## config.mk

```make
export PLATFORM = sky130hd
export DESIGN_NAME = s_rca_arbiter
export DESIGN_NICKNAME = d
export VERILOG_FILES = /design/src/rtl/s_rca_arbiter_pkg.sv /design/src/rtl/s_rca.sv /design/src/rtl/s_rca_arbiter.sv
export SDC_FILE = /design/constraint.sdc
export NUM_CORES = 1
export LEC_CHECK = 0
export CAP_MARGIN = 20
export CORE_UTILIZATION = 38
export CTS_CLUSTER_DIAMETER = 30
export CTS_CLUSTER_SIZE = 40
export DETAILED_ROUTE_END_ITERATION = 6
export GPL_TIMING_DRIVEN = 0
export PLACE_DENSITY = 0.85
export SLEW_MARGIN = 10
export SYNTH_ARGS = -nofsm -noshare
export SYNTH_HDL_FRONTEND = slang
export SYNTH_SLANG_ARGS = --single-unit
```

## constraint.sdc

```tcl
create_clock -name clk -period 1.8 [get_ports clk]
set_input_delay 0.18 -clock clk [delete_from_list [all_inputs] [get_ports clk]]
set_output_delay 0.18 -clock clk [all_outputs]
set_load 0.05 [all_outputs]
```

## src/rtl/s_rca_arbiter_pkg.sv

```systemverilog
// s_rca_arbiter_pkg
//   Types and helpers shared by the s_rca_arbiter slice.
//   Contents:
//     arb_state_t : result-register occupancy (ST_EMPTY / ST_FULL)
//     NREQ_MIN/MAX: supported requester-count range
//     id_width()  : width of a requester index for a given requester count
package s_rca_arbiter_pkg;

  // The result register is either empty or holds one valid result.
  typedef enum logic {
    ST_EMPTY = 1'b0,
    ST_FULL  = 1'b1
  } arb_state_t;

  localparam int NREQ_MIN = 2;
  localparam int NREQ_MAX = 16;

  // Never returns zero, so an index port always has at least one bit.
  function automatic int id_width(input int nreq);
    return (nreq <= 2) ? 1 : $clog2(nreq);
  endfunction

endpackage

```

## src/rtl/s_rca.sv

```systemverilog
// s_rca
//   N-bit signed ripple-carry adder producing an N+1-bit result that
//   equals sign_extend(a) + sign_extend(b); the extra bit means the
//   result can never overflow.
//   Ports:
//     a   : in  [N-1:0] signed operand
//     b   : in  [N-1:0] signed operand
//     sum : out [N:0]   signed sum
module s_rca #(
  parameter int N = 4
) (
  input  logic signed [N-1:0] a,
  input  logic signed [N-1:0] b,
  output logic signed [N:0]   sum
);

  logic [N:0] carry;

  assign carry[0] = 1'b0;

  // One full adder per bit, carry rippling from bit 0 upward.
  genvar i;
  generate
    for (i = 0; i < N; i++) begin : g_fa
      assign sum[i]     = a[i] ^ b[i] ^ carry[i];
      assign carry[i+1] = (a[i] & b[i]) | (carry[i] & (a[i] ^ b[i]));
    end
  endgenerate

  // Top bit is one more full adder fed with the replicated sign bits;
  // its carry out would only duplicate the sign, so it is dropped.
  assign sum[N] = a[N-1] ^ b[N-1] ^ carry[N];

endmodule

```

## src/rtl/s_rca_arbiter.sv

```systemverilog
// s_rca_arbiter
//   Arbitrates NREQ requesters onto a single shared signed adder and
//   holds the result in a one-deep output register with valid/ready
//   handshaking. A new grant may be issued in the same cycle the held
//   result is drained, so back-to-back results flow without bubbles.
//
//   Build option:
//     S_RCA_ARB_RR_EN defined   -> round-robin arbitration with a pointer
//     S_RCA_ARB_RR_EN undefined -> fixed priority, lowest index wins
//
//   Ports:
//     clk       : in  clock, rising edge
//     rst       : in  asynchronous active-high reset
//     req_valid : in  [NREQ-1:0]   requester i presents an operand pair
//     req_ready : out [NREQ-1:0]   requester i accepted this cycle (one-hot or 0)
//     req_a     : in  [NREQ*N-1:0] operand a of requester i at [i*N +: N]
//     req_b     : in  [NREQ*N-1:0] operand b of requester i at [i*N +: N]
//     out_valid : out              result register holds a result
//     out_ready : in               consumer takes the result
//     out_sum   : out [N:0]        signed sum
//     out_id    : out [IDW-1:0]    requester that produced out_sum
module s_rca_arbiter
  import s_rca_arbiter_pkg::*;
#(
  parameter  int N    = 4,
  parameter  int NREQ = 4,
  localparam int IDW  = id_width(NREQ)
) (
  input  logic                clk,
  input  logic                rst,
  input  logic [NREQ-1:0]     req_valid,
  output logic [NREQ-1:0]     req_ready,
  input  logic [NREQ*N-1:0]   req_a,
  input  logic [NREQ*N-1:0]   req_b,
  output logic                out_valid,
  input  logic                out_ready,
  output logic [N:0]          out_sum,
  output logic [IDW-1:0]      out_id
);

  arb_state_t             state;
  logic                   found;
  logic                   grant_ok;
  logic [IDW-1:0]         win_id;
  logic signed [N-1:0]    sel_a;
  logic signed [N-1:0]    sel_b;
  logic signed [N:0]      sel_sum;

`ifdef S_RCA_ARB_RR_EN
  logic [IDW-1:0]         ptr;

  // Round-robin search: scan all requesters starting at the pointer and
  // take the first one with a valid pair.
  always_comb begin : arb_search
    int idx;
    found  = 1'b0;
    win_id = '0;
    idx    = 0;
    for (int k = 0; k < NREQ; k++) begin
      idx = (int'(ptr) + k) % NREQ;
      if (!found && req_valid[idx]) begin
        found  = 1'b1;
        win_id = IDW'(idx);
      end
    end
  end
`else
  // Fixed priority: the lowest-numbered valid requester wins.
  always_comb begin : arb_search
    found  = 1'b0;
    win_id = '0;
    for (int k = 0; k < NREQ; k++) begin
      if (!found && req_valid[k]) begin
        found  = 1'b1;
        win_id = IDW'(k);
      end
    end
  end
`endif

  // A grant needs a winner and room in the result register; room exists
  // when empty, or when full and the consumer drains this same cycle.
  // Reset forces req_ready low so nothing is accepted while in reset.
  always_comb begin
    grant_ok  = !rst && found && ((state == ST_EMPTY) || out_ready);
    req_ready = grant_ok ? (NREQ'(1) << win_id) : '0;
  end

  // Only the winner's operands reach the shared adder. Selection depends
  // on req_valid/pointer alone, so req_ready never depends on the data.
  always_comb begin
    sel_a = req_a[int'(win_id)*N +: N];
    sel_b = req_b[int'(win_id)*N +: N];
  end

  s_rca #(
    .N (N)
  ) u_adder (
    .a   (sel_a),
    .b   (sel_b),
    .sum (sel_sum)
  );

  // Occupancy FSM plus result register. A grant always lands in the
  // register (covering both the empty fill and the drain-and-refill
  // case); a drain with no grant empties it. The held sum and id change
  // only on a grant, so they stay stable under backpressure.
  always_ff @(posedge clk or posedge rst) begin
    if (rst) begin
      state     <= ST_EMPTY;
      out_valid <= 1'b0;
      out_sum   <= '0;
      out_id    <= '0;
`ifdef S_RCA_ARB_RR_EN
      ptr       <= '0;
`endif
    end else if (grant_ok) begin
      state     <= ST_FULL;
      out_valid <= 1'b1;
      out_sum   <= sel_sum;
      out_id    <= win_id;
`ifdef S_RCA_ARB_RR_EN
      if (int'(win_id) == NREQ - 1)
        ptr <= '0;
      else
        ptr <= win_id + IDW'(1);
`endif
    end else if ((state == ST_FULL) && out_ready) begin
      state     <= ST_EMPTY;
      out_valid <= 1'b0;
    end
  end

endmodule

```

==> summary.txt <==
Logic synthesis
  – Post-synth net total: 136
  – Post-synthesis sequential area ratio: 26.4%
  – Top cell type's share of synthesized area: 26.4%
  – Top cells by count, synth: 11 x nor2_1, 9 x inv_1, 9 x nand2_1
  – Synth area leader: dfrtp_1
  – Fraction of registers with async set or reset after synthesis: 100%
  – Ys flop type: dfrtp_1
  – Syn Inst Count: 93
  – YS warnings: 0
  – Synth area leaders: dfrtp_1 26%, a221o_1 7.9%, fa_1 7.9%
  – Synthesized flop and latch total: 8
  – Synth cell types: 31
  – Number of synthesized flops with an enable pin: 0
  – Avg Inst Size Synth: 8.17 um^2
  – Most frequent cell after synthesis: nor2_1
  – Netlist Area Pre-Place: 759 um^2

Status
  – Failing checks: setup timing
  – Status: finished, violations left

Clock tree
  – CTS root buffer: clkbuf_4
  – CTS H-tree depth: 1
  – CTS Buffer Depth: 2
  – TritonCTS clock tree: done
  – Clk sink count: 8
  – Worst-Skew Late Latency: 0.26 ns
  – Num CTS Buffers: 3
  – CTS clk-pin slew, worst paths: 0.05 ns

Detailed routing
  – DR WL/cell: 15.5 um
  – Vias after detailed routing: 943
  – Post-DRT Antenna Nets: 0
  – Pre-antenna DRT Iters: 4
  – Vias/cell: 5.45
  – Residual DRC: 0
  – Final WL: 2680 um
  – DRT iter0 DRCs: 7

Timing
  – Period minus WS final: 2.50 ns
  – Endpoints failing setup: 4
  – Final hold slack: 0.279 ns
  – Setup ws final: -0.696 ns
  – Slew Viols, Final: 0
  – Fmax: 401 MHz
  – Crit share post-route: 139%
  – Sum Neg Setup Slack: -1.51 ns
  – Relative slew margins: 61.9%
  – Final Hold Vio Count: 0
  – Tightest Pin Transition: 0.568 ns
  – Layout Skew: 0.00513 ns
  – Setup repair after global routing missed its margin: yes

Flow run
  – Max_cap viols: 0

Cells and area
  – Area Growth Syn to Fin: 84.3%
  – Multi-input logic area: 544 um^2
  – Net count reported at finish: 193
  – Layout cells sized above 1: 24.3%
  – Post-Route Utilization: 77.7%
  – Final Cell Area: 0.00140 mm^2
  – FF/Latch Area: 200 um^2
  – Filler cells: 140
  – Ant diodes: 0

GRT
  – Vias in the first global route: 931
  – Initial antenna violation count: 0
  – First-pass GRT wire length: 3990 um
  – Pin count of the biggest net entering global routing: 11
  – All-Layer GR Usage: 26.3%
  – Global route total overflow: 0

Floorplan
  – Core area: 0.00180 mm^2
  – Row cnt: 15
  – Starting density of the core: 42.2%
  – I/O pin count: 51
  – Die area: 0.00218 mm^2
  – Die span in x: 46.7 um
  – Vert. Die Dim: 46.7 um

Hold path
  – Hold Crit Class: primary input to flop

Placed design
  – Post-DP HPWL: 1860 um
  – Post-DP Area: 0.00132 mm^2
  – Input/output buffers: 50
  – RePlAce Congestion: 0.803

Setup path
  – Critical Path Fanout Max: 6
  – Worst EP arrival: 2.63 ns
  – CP endpoint kind: flop
  – Nature of the critical path startpoint: primary input
  – Worst EP required: 1.94 ns
  – Crit Path Category: primary input to flop

Pwr
  – Pleak: 0.611 nW
  – Pwr dens: 730 mW/mm^2
  – Total Power: 1.02 mW
  – Peak VDD IR: 0.000652 V
[final cells by class]
class | count | area share (%)
buffer | 5 | 2.32
sequential | 8 | 14.3
tap | 25 | 2.23
multi-input combinational | 69 | 38.9
timing repair buffer | 54 | 38.0
inverter | 9 | 2.68
clock buffer | 3 | 1.61
[per-layer routing]
layer	routed length, um	global-route usage, %
met1	1110	29.4
met2	1330	47.8
met3	178	7.45
met4	53	8.00
met5	0	0
[cell families (layout without fill, tap and decap cells)]
family          Yosys count  count (layout)  share of synthesized area, %
flops                     8               8                          26.4
compound gates           26              26                          25.2
buf+inv                  16              71                          9.06
fa+ha+maj                 4               4                          9.56
simple gates             34              34                          22.6
mux                       5               5                          7.25
[final timing paths]
path,startpoint,endpoint,slack [ns],depth (start not counted)
max in group asynchronous,rst,out_sum[3]$_DFFE_PP0P_,1.26,3
hold / removal,req_valid[1],state$_DFFE_PP0P_,0.28,3
hold reg to reg,out_sum[0]$_DFFE_PP0P_,out_sum[0]$_DFFE_PP0P_,0.51,1
setup / recovery,req_valid[0],out_sum[3]$_DFFE_PP0P_,-0.70,9
min in group asynchronous,rst,out_id[1]$_DFFE_PP0P_,0.39,3
setup reg to reg,state$_DFFE_PP0P_,out_sum[0]$_DFFE_PP0P_,0.30,3
[registers in the layout, summed over array words and instances, names as in the netlist]
register / cells
out_id: 2
out_sum: 5
state: 1
[placed cells by master, fill, tap and decap left out, drive strengths merged, types with 2 or more instances in the layout]
cell and count:
a21oi 6, a221o 6, buf 12, clkbuf 4
clkdlybuf4s15 3, clkdlybuf4s50 38, dfrtp 8, dlygate4sd2 2
dlymetal6s2s 3, fa 3, inv 8, mux2 4
nand2 9, nor2 11, nor2b 3, nor3 2
nor3b 3, o221ai 2, o22ai 6, o31ai 2
[worst max-delay path, stage by stage]
cell,delay [ns]
buf_6,0.09
or4b_4,0.59
o22ai_2,0.20
a21oi_2,0.04
ha_2,0.17
fa_2,0.34
fa_2,0.34
fa_2,0.41
mux2_4,0.27
[per-stage QoR]
step | setup slack (ns) | std cells
2_1_floorplan | -0.852 | 93
3_3_place_gp | -1.40 | 168
3_5_place_dp | -1.45 | 168
4_1_cts | -0.813 | 172
5_1_grt | -0.735 | 173
6_report | -0.696 | 173
[repair_timing]
item,CTS,global route
setup endpoints to repair,9,4
pin swaps,8,11
setup buffers,3,1
hold buffers,0,0
resized for setup,32,10
[report_power, final]
| group | internal, mW | leakage, nW | switching, mW | total, mW |
|---|---|---|---|---|
| clock network | 0.0766 | 0.0138 | 0.0651 | 0.142 |
| logic | 0.276 | 0.504 | 0.340 | 0.616 |
| registers | 0.232 | 0.0936 | 0.0330 | 0.265 |
Power figures use the tool's default switching activity.
